### config.mk
export PLATFORM = sky130hd
export DESIGN_NAME = mat_ram_arbiter
export DESIGN_NICKNAME = d
export VERILOG_FILES = /design/src/rtl/matrix_pkg.sv /design/src/rtl/rr_pick2.sv /design/src/rtl/mat_ram_arbiter.sv
export SDC_FILE = /design/constraint.sdc
export NUM_CORES = 2
export LEC_CHECK = 0
export ABC_AREA = 1
export CAP_MARGIN = 10
export CORE_AREA = 2 2 601 603
export CTS_CLUSTER_SIZE = 25
export DETAILED_ROUTE_END_ITERATION = 7
export DIE_AREA = 0 0 603 605
export PLACE_DENSITY_LB_ADDON = 0.25
export SYNTH_ARGS = -nofsm -noshare
export SYNTH_HDL_FRONTEND = slang
export SYNTH_HIERARCHICAL = 1
export SYNTH_SLANG_ARGS = --single-unit
### constraint.sdc
create_clock -name Clock -period 1.47 [get_ports Clock]
set_input_delay 0.294 -clock Clock [delete_from_list [all_inputs] [get_ports Clock]]
set_output_delay 0.294 -clock Clock [all_outputs]
set_load 0.01 [all_outputs]
### src/rtl/matrix_pkg.sv
// Shared matrix RAM constants, read/write encoding and arbiter state encoding.
package matrix_pkg;
  localparam int DW = 256;
  localparam int AW = 4;

  typedef enum logic {
    WRITE = 1'b0,
    READ  = 1'b1
  } rw_t;

  typedef enum logic [1:0] {
    ST_IDLE   = 2'd0,
    ST_ACCESS = 2'd1,
    ST_DONE   = 2'd2
  } arb_state_t;
endpackage

### src/rtl/rr_pick2.sv
// Two-way round-robin picker: on a tie the port not served last wins.
module rr_pick2 (
  input  logic [1:0] req,
  input  logic       last,
  output logic [1:0] gnt
);
  // last = 1 means port 1 was served most recently
  always_comb begin
    gnt = 2'b00;
    if (req[0] && (!req[1] || last)) gnt = 2'b01;
    else if (req[1])                 gnt = 2'b10;
  end
endmodule

### src/rtl/mat_ram_arbiter.sv
// Serializes one-word read/write commands from the exe engine (A) and host loader (B) onto the matrix RAM.
module mat_ram_arbiter #(
  parameter int DW  = matrix_pkg::DW,
  parameter int AW  = matrix_pkg::AW,
  parameter int LAT = 3
) (
  input  logic          Clock,
  input  logic          Reset_n,
  input  logic          ReqA,
  input  logic          ReqB,
  input  logic          RwA,
  input  logic          RwB,
  input  logic [AW-1:0] AddrA,
  input  logic [AW-1:0] AddrB,
  input  logic [DW-1:0] WDataA,
  input  logic [DW-1:0] WDataB,
  output logic          GrantA,
  output logic          GrantB,
  output logic          DoneA,
  output logic          DoneB,
  output logic [DW-1:0] RDataA,
  output logic [DW-1:0] RDataB,
  output logic          Busy,
  output logic          RamEnable,
  output logic          RamReadWrite,
  output logic [AW-1:0] RamAddress,
  output logic [DW-1:0] RamDataOut,
  input  logic [DW-1:0] RamDataIn
);
  import matrix_pkg::*;

  localparam int CW = $clog2(LAT) + 1;

  arb_state_t    state, state_nxt;
  logic [CW-1:0] cnt;
  logic          owner_b;
  logic          last_b;
  logic          cmd_rw;
  logic [AW-1:0] cmd_addr;
  logic [DW-1:0] cmd_wdata;
  logic [DW-1:0] rdata_a, rdata_b;
  logic [1:0]    gnt;
  logic          last_cyc;

  rr_pick2 u_pick (
    .req  ({ReqB, ReqA}),
    .last (last_b),
    .gnt  (gnt)
  );

  assign last_cyc = (cnt == CW'(LAT - 1));

  always_ff @(posedge Clock) begin
    if (!Reset_n) state <= ST_IDLE;
    else          state <= state_nxt;
  end

  always_comb begin
    state_nxt = state;
    case (state)
      ST_IDLE:   if (|gnt)     state_nxt = ST_ACCESS;
      ST_ACCESS: if (last_cyc) state_nxt = ST_DONE;
      ST_DONE:                 state_nxt = ST_IDLE;
      default:                 state_nxt = ST_IDLE;
    endcase
  end

  // Command latch, access counter, read-data capture and round-robin history
  always_ff @(posedge Clock) begin
    if (!Reset_n) begin
      cnt       <= '0;
      owner_b   <= 1'b0;
      last_b    <= 1'b1;
      cmd_rw    <= READ;
      cmd_addr  <= '0;
      cmd_wdata <= '0;
      rdata_a   <= '0;
      rdata_b   <= '0;
    end else begin
      case (state)
        ST_IDLE: begin
          if (|gnt) begin
            owner_b   <= gnt[1];
            cmd_rw    <= gnt[1] ? RwB    : RwA;
            cmd_addr  <= gnt[1] ? AddrB  : AddrA;
            cmd_wdata <= gnt[1] ? WDataB : WDataA;
            cnt       <= '0;
          end
        end
        ST_ACCESS: begin
          cnt <= cnt + CW'(1);
          if (last_cyc && cmd_rw == READ) begin
            if (owner_b) rdata_b <= RamDataIn;
            else         rdata_a <= RamDataIn;
          end
        end
        ST_DONE: last_b <= owner_b;
        default: ;
      endcase
    end
  end

  always_comb begin
    Busy         = (state != ST_IDLE);
    RamEnable    = (state == ST_ACCESS);
    GrantA       = (state == ST_ACCESS || state == ST_DONE) && !owner_b;
    GrantB       = (state == ST_ACCESS || state == ST_DONE) &&  owner_b;
    DoneA        = (state == ST_DONE) && !owner_b;
    DoneB        = (state == ST_DONE) &&  owner_b;
    RamReadWrite = cmd_rw;
    RamAddress   = cmd_addr;
    RamDataOut   = cmd_wdata;
    RDataA       = rdata_a;
    RDataB       = rdata_b;
  end
endmodule

==> results.ini <==
[run_status]
status = complete, but fails checks
violations = setup timing

[worst_setup_path]
cp-startpoint = state[0]
cp-end-kind = register
path_cells = buf_4, buf_4, ha_4, nand2_4, nor2_4, buf_6, buf_12, buf_12, buf_12, buf_4, buf_6, nand2_1, nand2_1, nor2_1
critPathMaxStageDelay_ns = 0.33
crit_family = buffers and inverters
rr_startpoint = state[0]
r2r_setup_slack_ns = -0.54
critPathLaunchType = register
path_buf_inv = 8
critPathRequiredTime_ns = 2.18
worst_r2r_path_depth = 14
path_class = register to register
r2r_end = RDataA[133]
cp.arrival_ns = 2.72
critPathMaxFanout = 6
slowest_stage = dfxtp_2

[cells_and_area]
final_nets = 7728
fillers = 40370
drive_above_1_share_pct = 34.32
syn_to_final_growth_pct = 105.7
final_cell_mix = nor2_1 (1470), nand2_1 (1257), buf_6 (787)
fin_cells = 11830
final_common_cell = nor2_1
finish.utilization_pct = 18.83

[drt]
drtIter0Drc = 1979
wl_um = 250000
vias = 38550
first_pass_iters = 7
antenna_left = 0
avgRoutedWirePerCell_um = 21.13
viasPerCell = 3.258
post-route-drc-count = 0

[run]
maxCapViolCount = 0

[grt]
met1_usage_pct = 13.20
grt-ovfl-total = 0
top_usage_layer = met2
grt_pass1_vias = 37790
antenna_found_initial = 107
grtUsageMet3_pct = 3.216
grt_pass1_wl_um = 309800
grt_use_met2_pct = 22.58
grtUsageTotal_pct = 12.11
grt_max_degree = 84

[yosys]
synth.top_cell.area_share_pct = 47.63
syn-num-nets = 5821
synth_warnings = 6
ys_ff_latch = 780
syn_area_per_cell_um2 = 6.515
syn_inst = 5032
yosys.area.top_type = dfxtp_1
synth_area_um2 = 32780
yosys.cell_types.count = 21
synth.area.top_cells = dfxtp_1 (48%), nor2_1 (18%), nand2_1 (15%), o21ai_0 (6.5%), inv_1 (6.1%)
ys_seq_area_share_pct = 47.63

[sta]
maxSlewViolCount = 0
fin_ws_ns = -0.5428
worst_pin_slew_ns = 0.6784
min_period_over_period_pct = 136.9
final.setup.tns_ns = -332.01
clock_skew_ns = 0.06043
period_minus_slack_ns = 2.013
setup_viol = 1553
slew_headroom_pct = 54.29
fmax_mhz = 496.8
rsz0062_at_grt = yes
final_hold_viol_count = 0

[place]
dpl.cell_count = 11340
dp_hpwl_um = 192700
io_buffers = 1560
pre_cts_ws_ns = -0.9715
place.gp.congestion = 0.9520

[floorplan]
die_w_um = 603
rows = 220
die_area_um2 = 364800
core_um2 = 358100
ios = 1561
die_y_um = 605
initial_core_util_pct = 9.154

[min_path]
whs_path_depth = 5
worstHoldStart = RamDataIn[242]
min_path_type = input port to register
min_to = RDataB[242]

[pwr]
power_density_nw_per_um2 = 1395
ir_drop_v = 0.001115
power_leakage_nw = 28.85

[clocking]
clock_latency_ns = 0.83
cts_buffers = 106
path_clk_slew_ns = 0.06
cts-htree-levels = 3
cts.sinks = 780
clockBufferDepth = 4
root_buffer = clkbuf_16
cts_tree = built

## stage by stage
step	hold WS [ns]	power, mW	cell area, µm²
4_1_cts	0.0005369	89.85	63300
6_report	0.1159	94.11	67440
3_3_place_gp	0.4628	58.67	56190
2_1_floorplan	0.4425	38.31	32800
3_5_place_dp	0.4691	58.59	56190
5_1_grt	0.05257	99.18	67400
## flip-flops by register name, indices dropped and copies added, names as in the netlist
register,cells
owner_b,1
RamDataOut,256
RamReadWrite,1
state,2
RamAddress,4
RDataA,256
last_b,1
RDataB,256
cnt,3
## cell usage after synthesis (all sizes together)
master	instances
nor2	1554
o211ai	1
inv	534
nand3b	1
o21ai	520
a21boi	1
a21oi	6
nand3	8
dfxtp	780
ha	7
nand2	1307
clkbuf	72
buf	241
## layer usage
metal | vias up | share of wire, %
met5 | - | 0.043
met4 | 18 | 3.4
met3 | 362 | 6.3
met2 | 1335 | 52
met1 | 17920 | 38
li1 | 18920 | -
## layout make-up
cell class | instances | area [µm²] | share of cell area, %
inverters | 534 | 2036 | 3.018
clock inverters | 37 | 400.4 | 0.5937
well taps | 4773 | 5972 | 8.855
clock buffers | 151 | 3133 | 4.645
flip-flops and latches | 780 | 16640 | 24.67
diodes | 40 | 100.1 | 0.1484
repair buffers | 2112 | 24650 | 36.55
multi-input cells | 3405 | 14520 | 21.52
## where the power goes
part | internal (mW) | total (mW) | switching (mW)
registers | 25.9 | 29.5 | 3.52
logic | 19.0 | 37.9 | 19.0
clock network | 15.7 | 26.7 | 11.0
## cell families (layout without fill, tap and decap cells)
kind of cell,Yosys count,count (layout),synth area share (%)
flops,780,780,47.63
compound gates,528,528,8.099
fa+ha+maj,7,7,0.2671
buf+inv,847,2834,11.05
simple gates,2870,2870,32.96
other cells,0,40,0
## what timing repair did
item	4_1_cts	5_1_grt
buffers inserted	54	56
pin swaps	10	148
resized for setup	4989	532
hold endpoints to repair	196	0
hold buffers	72	0
gates cloned	8	86
setup endpoints to repair	1553	1554
## worst max-delay path by stage
| stage | endpoint | slack, ns | cells after the start |
|---|---|---|---|
| 3_3_place_gp | RamDataOut[155] | -0.95 | 11 |
| 2_1_floorplan | RDataB[175] | -0.003 | 9 |
| 3_5_place_dp | RamDataOut[155] | -0.97 | 11 |
| 6_report | RDataA[133] | -0.54 | 14 |
| 4_1_cts | DoneA | -0.65 | 6 |
| 5_1_grt | GrantA | -0.66 | 5 |
## tightest hold or removal path: cells and delay by family
| family | cells | cell delay [ns] |
|---|---|---|
| buf+inv | 2 | 0.47 |
| simple gates | 3 | 0.14 |
(Power assumes the default switching activity.)
